**config.mk**
```make
export PLATFORM = sky130hd
export DESIGN_NAME = muldiv_seq
export DESIGN_NICKNAME = d
export VERILOG_FILES = /design/src/rtl/muldiv_seq.sv
export SDC_FILE = /design/constraint.sdc
export NUM_CORES = 1
export LEC_CHECK = 0
export BUFFER_PORTS_ARGS = -buffer_cell sky130_fd_sc_hd__buf_2
export CAP_MARGIN = 15
export CELL_PAD_IN_SITES_DETAIL_PLACEMENT = 0
export CELL_PAD_IN_SITES_GLOBAL_PLACEMENT = 1
export CORE_MARGIN = 3
export CORE_UTILIZATION = 39
export CTS_BUF_LIST = sky130_fd_sc_hd__clkbuf_8 sky130_fd_sc_hd__clkbuf_16
export CTS_CLUSTER_SIZE = 30
export DETAILED_ROUTE_END_ITERATION = 8
export PLACE_DENSITY = 0.86
export SLEW_MARGIN = 30
export SYNTH_ARGS = -nofsm -noshare
export SYNTH_HDL_FRONTEND = slang
export SYNTH_SLANG_ARGS = --single-unit
```
**constraint.sdc**
```tcl
create_clock -name clk -period 5.29 [get_ports clk]
set_clock_uncertainty 0.2 [all_clocks]
set_input_delay 0.529 -clock clk [delete_from_list [all_inputs] [get_ports clk]]
set_output_delay 0.529 -clock clk [all_outputs]
set_load 0.01 [all_outputs]
```
**src/rtl/muldiv_seq.sv**
```systemverilog
// rtl/muldiv_seq.sv - multi-cycle unsigned MULTU/DIVU sequencer owning HI/LO
// Shift-add multiply and restoring divide, one bit per cycle, through an external ripple ALU.
module muldiv_seq #(
  parameter int WIDTH = 32,
  parameter int CNT_W = 5
) (
  input  logic             clk,
  input  logic             rst_n,
  input  logic             start,
  input  logic             op_div,
  input  logic [WIDTH-1:0] op_a,
  input  logic [WIDTH-1:0] op_b,
  input  logic             mt_we,
  input  logic             mt_hi,
  input  logic [WIDTH-1:0] mt_data,
  output logic [WIDTH-1:0] alu_a,
  output logic [WIDTH-1:0] alu_b,
  output logic [1:0]       alu_sel,
  output logic             alu_binv,
  input  logic [WIDTH-1:0] alu_result,
  input  logic             alu_cout,
  output logic [WIDTH-1:0] hi,
  output logic [WIDTH-1:0] lo,
  output logic             busy,
  output logic             done
);

  localparam logic [1:0] S_IDLE = 2'd0;
  localparam logic [1:0] S_MUL  = 2'd1;
  localparam logic [1:0] S_DIV  = 2'd2;
  localparam logic [1:0] S_DONE = 2'd3;

  localparam logic [CNT_W-1:0] LAST = CNT_W'(WIDTH - 1);

  logic [1:0]       state;
  logic [CNT_W-1:0] count;
  logic [WIDTH-1:0] operand;
  logic             accept;

  // hi[W-1] covers the remainder bit shifted out above the ALU width
  assign accept = alu_cout | hi[WIDTH-1];

  assign busy = (state != S_IDLE);
  assign done = (state == S_DONE);

  always_comb begin
    alu_sel  = 2'b10;
    alu_a    = '0;
    alu_b    = '0;
    alu_binv = 1'b0;
    case (state)
      S_MUL: begin
        alu_a = hi;
        alu_b = operand;
      end
      S_DIV: begin
        alu_a    = {hi[WIDTH-2:0], lo[WIDTH-1]};
        alu_b    = operand;
        alu_binv = 1'b1;
      end
      default: ;
    endcase
  end

  always_ff @(posedge clk or negedge rst_n) begin
    if (!rst_n) begin
      state   <= S_IDLE;
      count   <= '0;
      operand <= '0;
      hi      <= '0;
      lo      <= '0;
    end else begin
      case (state)
        S_IDLE: begin
          if (start) begin
            operand <= op_b;
            lo      <= op_a;
            hi      <= '0;
            count   <= '0;
            state   <= op_div ? S_DIV : S_MUL;
          end else if (mt_we) begin
            if (mt_hi) hi <= mt_data;
            else       lo <= mt_data;
          end
        end
        S_MUL: begin
          if (lo[0]) begin
            hi <= {alu_cout, alu_result[WIDTH-1:1]};
            lo <= {alu_result[0], lo[WIDTH-1:1]};
          end else begin
            hi <= {1'b0, hi[WIDTH-1:1]};
            lo <= {hi[0], lo[WIDTH-1:1]};
          end
          count <= count + CNT_W'(1);
          if (count == LAST) state <= S_DONE;
        end
        S_DIV: begin
          if (accept) begin
            hi <= alu_result;
            lo <= {lo[WIDTH-2:0], 1'b1};
          end else begin
            hi <= {hi[WIDTH-2:0], lo[WIDTH-1]};
            lo <= {lo[WIDTH-2:0], 1'b0};
          end
          count <= count + CNT_W'(1);
          if (count == LAST) state <= S_DONE;
        end
        default: state <= S_IDLE;
      endcase
    end
  end

endmodule

```
==> results.json, run 1 <==
{
  "synth_mux_area_share_pct": 11.5,
  "cp_data_arrival_time_ns": 2.68,
  "synth_top_family_by_area": "compound AO/OA/AOI/OAI gates",
  "cp_num_cells": 5,
  "rr_startpoint": "state[0]$_DFFE_PN0P_",
  "synth_cell_types": 37,
  "core_area_um2": 17400,
  "postCtsSetupBuffers": 0,
  "synthXorXnorAreaFrac_pct": 0,
  "cp_top_family": "adder cells",
  "rr_worst_depth": 5,
  "grt_pass1_wl_um": 37600,
  "startpoint_type": "flop",
  "hold_path.class": "in2async",
  "postCtsHoldBufs": 0,
  "cts_tree": "done",
  "synthCells": 824,
  "cts.clk_slew.worst_paths_ns": 0.08,
  "netlist_area_um2": 6960,
  "io_buffers": 265,
  "root_buffer": "clkbuf_16",
  "swShare_pct": 47.8,
  "path_cells": "inv_1 -> ha_4 -> buf_12 -> nor2b_1 -> buf_2",
  "yosysMostFrequentCell": "nand2_1",
  "drv_slew": 0,
  "rsz0062_at_grt": "false",
  "globalplace.congestion": 0.779,
  "tns_ns": 0,
  "cts_inserted_buffers": 9,
  "htreeDepth": 3,
  "slew_headroom_pct": 38.1,
  "outcome": "finished clean",
  "die_h_um": 140,
  "cts_num_sinks": 103,
  "rr_endpoint": "hi[1]$_DFFE_PN0P_",
  "grt_use_total_pct": 23.7,
  "die_w_um": 140,
  "worst-path-buf-inv": 3,
  "endpoint_kind": "output port",
  "drive_gt1_share_pct": 33.2,
  "clockPowerShare_pct": 13.6,
  "fin_crit_sh_pct": 64.5,
  "maxCapViolCount": 0,
  "yosys.area.top_type": "dfrtp_1",
  "crit_end": "alu_a[30]",
  "r2r_setup_slack_ns": 2.53,
  "ir_drop_uv": 333,
  "antenna_found_initial": 1,
  "rows": 48,
  "intPower_w": 0.00280,
  "cts_resized": 0,
  "whs_ns": 0.0604,
  "avgSynthCellArea_um2": 8.45,
  "critical_path.slowest_cell": "ha_4",
  "synthArstFlopShare_pct": 100,
  "worst-path-max-fanout": 91,
  "p_leak_nw": 4.01,
  "ys_seq_area_share_pct": 37.0,
  "max_slew.worst_pin.slew_ns": 0.923,
  "clkLatencyLatePin_ns": 0.36,
  "ant_nets": 0,
  "initial_utilization_pct": 40.1,
  "synth-compound-area-share_pct": 27.8,
  "pwr-share-comb_pct": 55.1,
  "clock.fmax_ghz": 0.293,
  "cp-startpoint": "state[0]$_DFFE_PN0P_",
  "switchingPower_w": 0.00256,
  "synth_seq_cells": 103,
  "synthTopCellsByArea": "dfrtp_1 37%, nand2_1 7.8%, o21ai_0 6.8%",
  "drt_first_pass_iters": 5,
  "fillCellCount": 1721,
  "viasPerCell": 5.65,
  "period_needed_ns": 3.41,
  "die-area_um2": 19500,
  "synth_top_cell_area_share_pct": 37.0,
  "drtIter0Drc": 581,
  "final-hold-violation-count": 0,
  "synth-adder-area-share_pct": 1.44,
  "wl_um": 24000,
  "clk_path_buf_depth": 2,
  "syn2layout_area_growth_pct": 24.0,
  "synth-simple-area-share_pct": 15.9,
  "syn_nets": 967,
  "synth_commonest_cells": "145 x nand2_1, 103 x dfrtp_1, 95 x o21ai_0",
  "gr-total-overflow": 0,
  "grt_max_degree": 95,
  "wl_per_cell_um": 19.1,
  "power.density_nw_per_um2": 621,
  "route.detailed.drc": 0,
  "pin_count": 268,
  "utilization_pct": 49.7,
  "max_stage_delay_ns": 0.87,
  "setup_viol": 0,
  "yosys_warnings": 0,
  "seqPwrFrac_pct": 31.3,
  "synth_edf_count": 0,
  "grt_pass1_vias": 6940,
  "crit_type": "reg2out",
  "ys.flop_type": "dfrtp_1",
  "dr_total_vias": 7098,
  "required_ns": 4.56,
  "dp_hpwl_um": 15800,
  "nets": 1169
}
## stage by stage
step           setup slack, ns  power, W  instance area [um2]  cells
3_3_place_gp              2.15   0.00455                 8280   1239
3_5_place_dp              2.08   0.00462                 8280   1239
2_1_floorplan             2.91   0.00359                 6960    824
6_report                  1.88   0.00536                 8630   1257
5_1_grt                   1.70   0.00579                 8630   1256
4_1_cts                   1.87   0.00534                 8590   1255
## worst min path at each step
stage,slack (ns),cells past startpoint,endpoint
2_1_floorplan,0.03,0,count[0]$_DFFE_PN0P_
3_3_place_gp,0.27,2,count[4]$_DFFE_PN0P_
3_5_place_dp,0.28,2,count[4]$_DFFE_PN0P_
4_1_cts,0.08,1,operand[27]$_DFFE_PN0P_
5_1_grt,0.11,1,operand[27]$_DFFE_PN0P_
6_report,0.06,1,operand[27]$_DFFE_PN0P_
## area by class of cell
class	count	area [um2]	area share, %
repair buffers	274	1420	16.5
flip-flops and latches	103	2580	29.9
inverters	5	18.8	0.217
clock inverters	7	85.1	0.986
well taps	225	282	3.26
diodes	1	2.50	0.0290
clock buffers	9	225	2.61
multi-input cells	633	4020	46.5
## power groups by stage
stage	registers (W)	logic (W)	clock network, W
2_1_floorplan	0.00158	0.00201	0
3_3_place_gp	0.00166	0.00289	0
3_5_place_dp	0.00167	0.00294	0
4_1_cts	0.00166	0.00295	0.000737
5_1_grt	0.00173	0.00328	0.000773
6_report	0.00168	0.00295	0.000729
## logic make-up (layout without fill, tap and decap cells)
kind of cell	Yosys count	after routing
simple gates	243	243
other cells	2	3
flops	103	103
mux	75	75
compound gates	305	305
fa+ha+maj	8	8
buf+inv	88	295
## routing by layer
layer / vias to the layer above / wire length, um / GRT usage (%)
met4: 2 / 319 / 7.19
met1: 3416 / 10400 / 32.3
met2: 303 / 11400 / 38.8
met5: - / 20 / 0
met3: 24 / 1770 / 4.05
li1: 3353 / - / -
## cell usage in the layout, fill, tap and decap left out, types with 2 or more instances in the layout
cell / instances
a211oi_1: 4
a21o_1: 25
a21oi_1: 47
a221oi_1: 9
a22o_1: 3
a22oi_1: 42
and2_1: 32
buf_12: 2
buf_2: 264
buf_4: 8
clkbuf_16: 9
clkinv_4: 2
conb_1: 2
dfrtp_1: 102
ha_1: 4
ha_4: 3
inv_1: 3
inv_6: 3
mux2_2: 42
mux2i_1: 33
nand2_1: 145
nand2b_1: 4
nand3_1: 2
nor2_1: 20
nor2b_1: 34
nor4_1: 2
o211ai_1: 31
o21ai_0: 95
o21ai_1: 13
o221ai_1: 9
o31ai_1: 23
## state kept, by name (all words and copies together) (netlist names)
signal	count
lo	32
state	2
count	5
hi	32
operand	32
(Power assumes the default switching activity.)
==> inputs of run 2 (changes only) <==
Settings changed: CORE_UTILIZATION 39 to 36, PLACE_DENSITY 0.86 to 0.81.
Clock period 5.29 ns to 3.2 ns, I/O delays scaled along.
==> results.json, run 2 (synthesis gave the netlist of run 1 again) <==
{
  "die_h_um": 145,
  "grt_max_degree": 60,
  "wl_um": 25100,
  "worst-path-max-fanout": 19,
  "whs_ns": 0.0199,
  "max_stage_delay_ns": 0.45,
  "crit_type": "reg2out",
  "globalplace.congestion": 0.811,
  "rsz0062_at_grt": "false",
  "dp_hpwl_um": 17100,
  "clk_path_buf_depth": 2,
  "drt_first_pass_iters": 5,
  "multi_input_area_um2": 4000,
  "viasPerCell": 5.43,
  "antenna_found_initial": 4,
  "syn2layout_area_growth_pct": 31.0,
  "cp_data_arrival_time_ns": 2.36,
  "cts_inserted_buffers": 9,
  "gr-total-overflow": 0,
  "final_cell_mix": "264 x buf_2, 145 x nand2_1, 102 x dfrtp_1, 95 x o21ai_0, 47 x a21oi_1",
  "tns_ns": 0,
  "mostFrequentLayoutCell": "buf_2",
  "startpoint_type": "flop",
  "final-seq-area_um2": 2580,
  "clkLatencyLatePin_ns": 0.35,
  "hold_path.class": "in2reg",
  "drv_slew": 0,
  "wl_per_cell_um": 18.7,
  "fin_crit_sh_pct": 90.0,
  "worst-path-buf-inv": 3,
  "dr_total_vias": 7291,
  "cts_resized": 0,
  "path_cells": "inv_1 -> ha_2 -> buf_4 -> a22oi_1 -> nor2b_1 -> buf_2",
  "ant_nets": 0,
  "io_buffers": 265,
  "grt_pass1_wl_um": 39600,
  "p_leak_nw": 4.22,
  "max_slew.worst_pin.slew_ns": 0.961,
  "maxCapViolCount": 0,
  "design_area_um2": 9110,
  "cts_tree": "done",
  "ir_drop_uv": 543,
  "fillCellCount": 1844,
  "setup_viol": 0,
  "required_ns": 2.68,
  "pin_count": 268,
  "rows": 50,
  "die_w_um": 145,
  "htreeDepth": 3,
  "layout_top_registers": "hi (32), lo (32), operand (32)",
  "drtIter0Drc": 449,
  "power.density_nw_per_um2": 989,
  "total_power_w": 0.00902,
  "clock.fmax_ghz": 0.347,
  "initial_utilization_pct": 37.0,
  "postCtsHoldBufs": 32,
  "cts_num_sinks": 103,
  "postCtsSetupBuffers": 0,
  "endpoint_kind": "output port",
  "route.detailed.drc": 0,
  "nets": 1214,
  "cts.clk_slew.worst_paths_ns": 0.08,
  "outcome": "finished clean",
  "core_area_um2": 18800,
  "period_needed_ns": 2.88,
  "placed_cell_area_um2": 8480,
  "grt_pass1_vias": 7050,
  "final-hold-violation-count": 0,
  "die-area_um2": 21000,
  "grt_use_total_pct": 22.9,
  "root_buffer": "clkbuf_16",
  "drive_gt1_share_pct": 32.9,
  "slew_headroom_pct": 35.9,
  "cp_top_family": "buffers and inverters",
  "critical_path.slowest_cell": "ha_2"
}
==> run 2: cell types whose count changed in the layout (fill, tap and decap cells not counted), moves of 2 or more <==
cell           delta
diode_2           +5
inv_6             -2
buf_4            +10
inv_1             +2
buf_12            +3
dlygate4sd3_1    +32
==> run 2: worst paths after layout <==
| kind | start | end | slack, ns | cells past startpoint |
|---|---|---|---|---|
| worst max-delay path | state[0]$_DFFE_PN0P_ | alu_a[0] | 0.32 | 6 |
| worst max register to register | state[1]$_DFFE_PN0P_ | hi[28]$_DFFE_PN0P_ | 0.78 | 7 |
| worst min register to register | operand[29]$_DFFE_PN0P_ | operand[29]$_DFFE_PN0P_ | 0.30 | 1 |
| max in group asynchronous | rst_n | operand[28]$_DFFE_PN0P_ | 1.70 | 3 |
| worst min-delay path | op_b[11] | operand[11]$_DFFE_PN0P_ | 0.02 | 2 |
| min in group asynchronous | rst_n | lo[6]$_DFFE_PN0P_ | 0.32 | 2 |
==> run 2: per-stage QoR <==
| step | util (%) | instances | worst slack, ns |
|---|---|---|---|
| 2_1_floorplan | - | 824 | 1.02 |
| 3_3_place_gp | 45.0 | 1288 | 0.819 |
| 3_5_place_dp | 45.0 | 1288 | 0.737 |
| 4_1_cts | 48.3 | 1336 | 0.334 |
| 5_1_grt | 48.4 | 1339 | 0.181 |
| 6_report | 48.4 | 1342 | 0.319 |
==> run 2: report_power, final <==
group | switching [W] | internal (W) | leakage (nW)
logic | 0.00295 | 0.00219 | 2.81
registers | 0.000793 | 0.00194 | 1.26
clock network | 0.000583 | 0.000555 | 0.147
total | 0.00433 | 0.00469 | 4.22
==> run 2: area by class of cell <==
type	instances	area share [%]
Clock inverter	7	0.810
Inverter	5	0.206
Antenna cell	6	0.165
Timing Repair Buffer	319	20.6
Clock buffer	9	2.47
Tap cell	260	3.57
Sequential cell	103	28.3
Multi-Input combinational cell	633	43.9
==> run 2: worst reg2reg max path, stage by stage (launching register included) <==
cell and delay [ns]:
dfrtp_1 0.46, inv_1 0.16, ha_2 0.29, inv_1 0.55, buf_4 0.31, o21ai_0 0.10
o21ai_0 0.17, o21ai_1 0.07
==> run 2: metal layers <==
| metal | vias up | global-route usage [%] | part of all wire (%) |
|---|---|---|---|
| li1 | 3460 | - | - |
| met1 | 3471 | 31.0 | 44 |
| met2 | 323 | 36.4 | 47 |
| met3 | 35 | 5.53 | 8.0 |
| met4 | 2 | 7.46 | 1.7 |
| met5 | - | 0 | 0.052 |
==> inputs of run 3 (changes only) <==
Settings changed: RECOVER_POWER from default to 25.
==> results.json, run 3 (synthesis gave the netlist of run 1 again) <==
{
  "outcome": "finished clean",
  "antenna_found_initial": 4,
  "rr_worst_depth": 7,
  "drt_first_pass_iters": 5,
  "post-place-ws_ns": 0.737,
  "grt_pass1_wl_um": 39600,
  "ir_drop_uv": 543,
  "wl_per_cell_um": 18.7,
  "postCtsSetupBuffers": 0,
  "grt_pass1_vias": 7050,
  "seqPwrFrac_pct": 30.6,
  "p_leak_nw": 4.09,
  "cp_data_arrival_time_ns": 2.36,
  "total_power_w": 0.00897,
  "drtIter0Drc": 531,
  "clock.fmax_ghz": 0.347,
  "worst-path-max-fanout": 19,
  "rr_startpoint": "state[1]$_DFFE_PN0P_",
  "clkLatencyLatePin_ns": 0.36,
  "pin_count": 268,
  "clockPowerShare_pct": 12.7,
  "globalplace.congestion": 0.811,
  "hold_path.class": "in2reg",
  "final-hold-violation-count": 0,
  "die_w_um": 145,
  "hold_start": "op_b[11]",
  "root_buffer": "clkbuf_16",
  "max_slew.worst_pin.slew_ns": 1.28,
  "nets": 1214,
  "crit_end": "alu_a[0]",
  "io_buffers": 265,
  "core_area_um2": 18800,
  "syn2layout_area_growth_pct": 30.2,
  "wl_um": 25200,
  "htreeDepth": 3,
  "rsz0062_at_grt": "false",
  "power.density_nw_per_um2": 990,
  "ant_nets": 0,
  "die_h_um": 145,
  "dp_hpwl_um": 17100,
  "maxCapViolCount": 0,
  "grt_use_total_pct": 22.9,
  "tns_ns": 0,
  "endpoint_kind": "output port",
  "r2r_setup_slack_ns": 0.76,
  "crit_type": "reg2out",
  "cp-startpoint": "state[0]$_DFFE_PN0P_",
  "cts_resized": 0,
  "rows": 50,
  "initial_utilization_pct": 37.0,
  "pwr-share-comb_pct": 56.7,
  "dr_total_vias": 7320,
  "die-area_um2": 21000,
  "fin_crit_sh_pct": 90.1,
  "mostFrequentLayoutCell": "buf_2",
  "drive_gt1_share_pct": 29.2,
  "intPower_w": 0.00462,
  "setup_viol": 0,
  "gr-total-overflow": 0,
  "clk_path_buf_depth": 2,
  "layout_setup_ws_ns": 0.317,
  "swShare_pct": 48.5,
  "startpoint_type": "flop",
  "period_needed_ns": 2.88,
  "rr_endpoint": "hi[18]$_DFFE_PN0P_",
  "final_cell_mix": "224 x buf_2, 145 x nand2_1, 102 x dfrtp_1, 95 x o21ai_0, 47 x a21oi_1",
  "slew_headroom_pct": 14.7,
  "whs_ns": 0.0150,
  "cts.clk_slew.worst_paths_ns": 0.08,
  "layout_top_registers": "hi (32), lo (32), operand (32)",
  "cts_num_sinks": 103,
  "viasPerCell": 5.45,
  "required_ns": 2.68,
  "cts_tree": "done",
  "switchingPower_w": 0.00435,
  "grt_max_degree": 60,
  "route.detailed.drc": 0,
  "drv_slew": 0,
  "cts_inserted_buffers": 9
}
## run 3: changes by cell type in the layout (fill, tap and decap cells not counted)
cell and delta:
buf_2 -40, buf_4 -1, clkbuf_2 +1, clkbuf_1 +40
## run 3: stage by stage
step / instances / util (%) / cell area, um2
3_3_place_gp: 1288 / 45.0 / 8480
4_1_cts: 1336 / 48.3 / 9100
6_report: 1342 / 48.1 / 9060
3_5_place_dp: 1288 / 45.0 / 8480
2_1_floorplan: 824 / - / 6960
5_1_grt: 1339 / 48.1 / 9050
## run 3: worst min-delay path by stage
| stage | to | slack (ns) | depth (start not counted) |
|---|---|---|---|
| 2_1_floorplan | count[0]$_DFFE_PN0P_ | -0.18 | 0 |
| 3_3_place_gp | lo[5]$_DFFE_PN0P_ | 0.20 | 1 |
| 3_5_place_dp | lo[6]$_DFFE_PN0P_ | 0.20 | 1 |
| 4_1_cts | operand[11]$_DFFE_PN0P_ | 0.004 | 2 |
| 5_1_grt | operand[11]$_DFFE_PN0P_ | 0.005 | 2 |
| 6_report | operand[11]$_DFFE_PN0P_ | 0.01 | 2 |
## run 3: power groups by stage
| stage | logic (W) | clock network, W | registers, W |
|---|---|---|---|
| 5_1_grt | 0.00563 | 0.00122 | 0.00284 |
| 3_5_place_dp | 0.00510 | 0 | 0.00273 |
| 4_1_cts | 0.00514 | 0.00117 | 0.00272 |
| 6_report | 0.00508 | 0.00114 | 0.00275 |
| 3_3_place_gp | 0.00504 | 0 | 0.00272 |
| 2_1_floorplan | 0.00332 | 0 | 0.00261 |
## run 3: cell type report
type,instances,area (um2)
fill,1862,9770
multi-input combinational,633,4000
sequential,103,2580
timing repair buffer,319,1820
tap,260,325
clock buffer,9,225
clock inverter,7,73.8
inverter,5,18.8
antenna,6,15.0
## run 3: routing by layer
layer / vias up / track usage [%] / share of wire, %
met3: 37 / 5.53 / 7.6
met4: 2 / 7.46 / 1.9
li1: 3458 / - / -
met2: 329 / 36.4 / 47
met5: - / 0 / 0.052
met1: 3494 / 31.0 / 44
## run 3: what timing repair did
item | CTS | global route
hold buffers | 32 | 0
hold endpoints to repair | 75 | 0
endpoints found under the setup margin | 0 | 0
## run 3: worst max-delay path, stage by stage (launching register included)
cell,delay (ns)
dfrtp_1,0.44
inv_1,0.22
ha_2,0.45
buf_4,0.36
a22oi_1,0.14
nor2b_1,0.21
buf_2,0.18
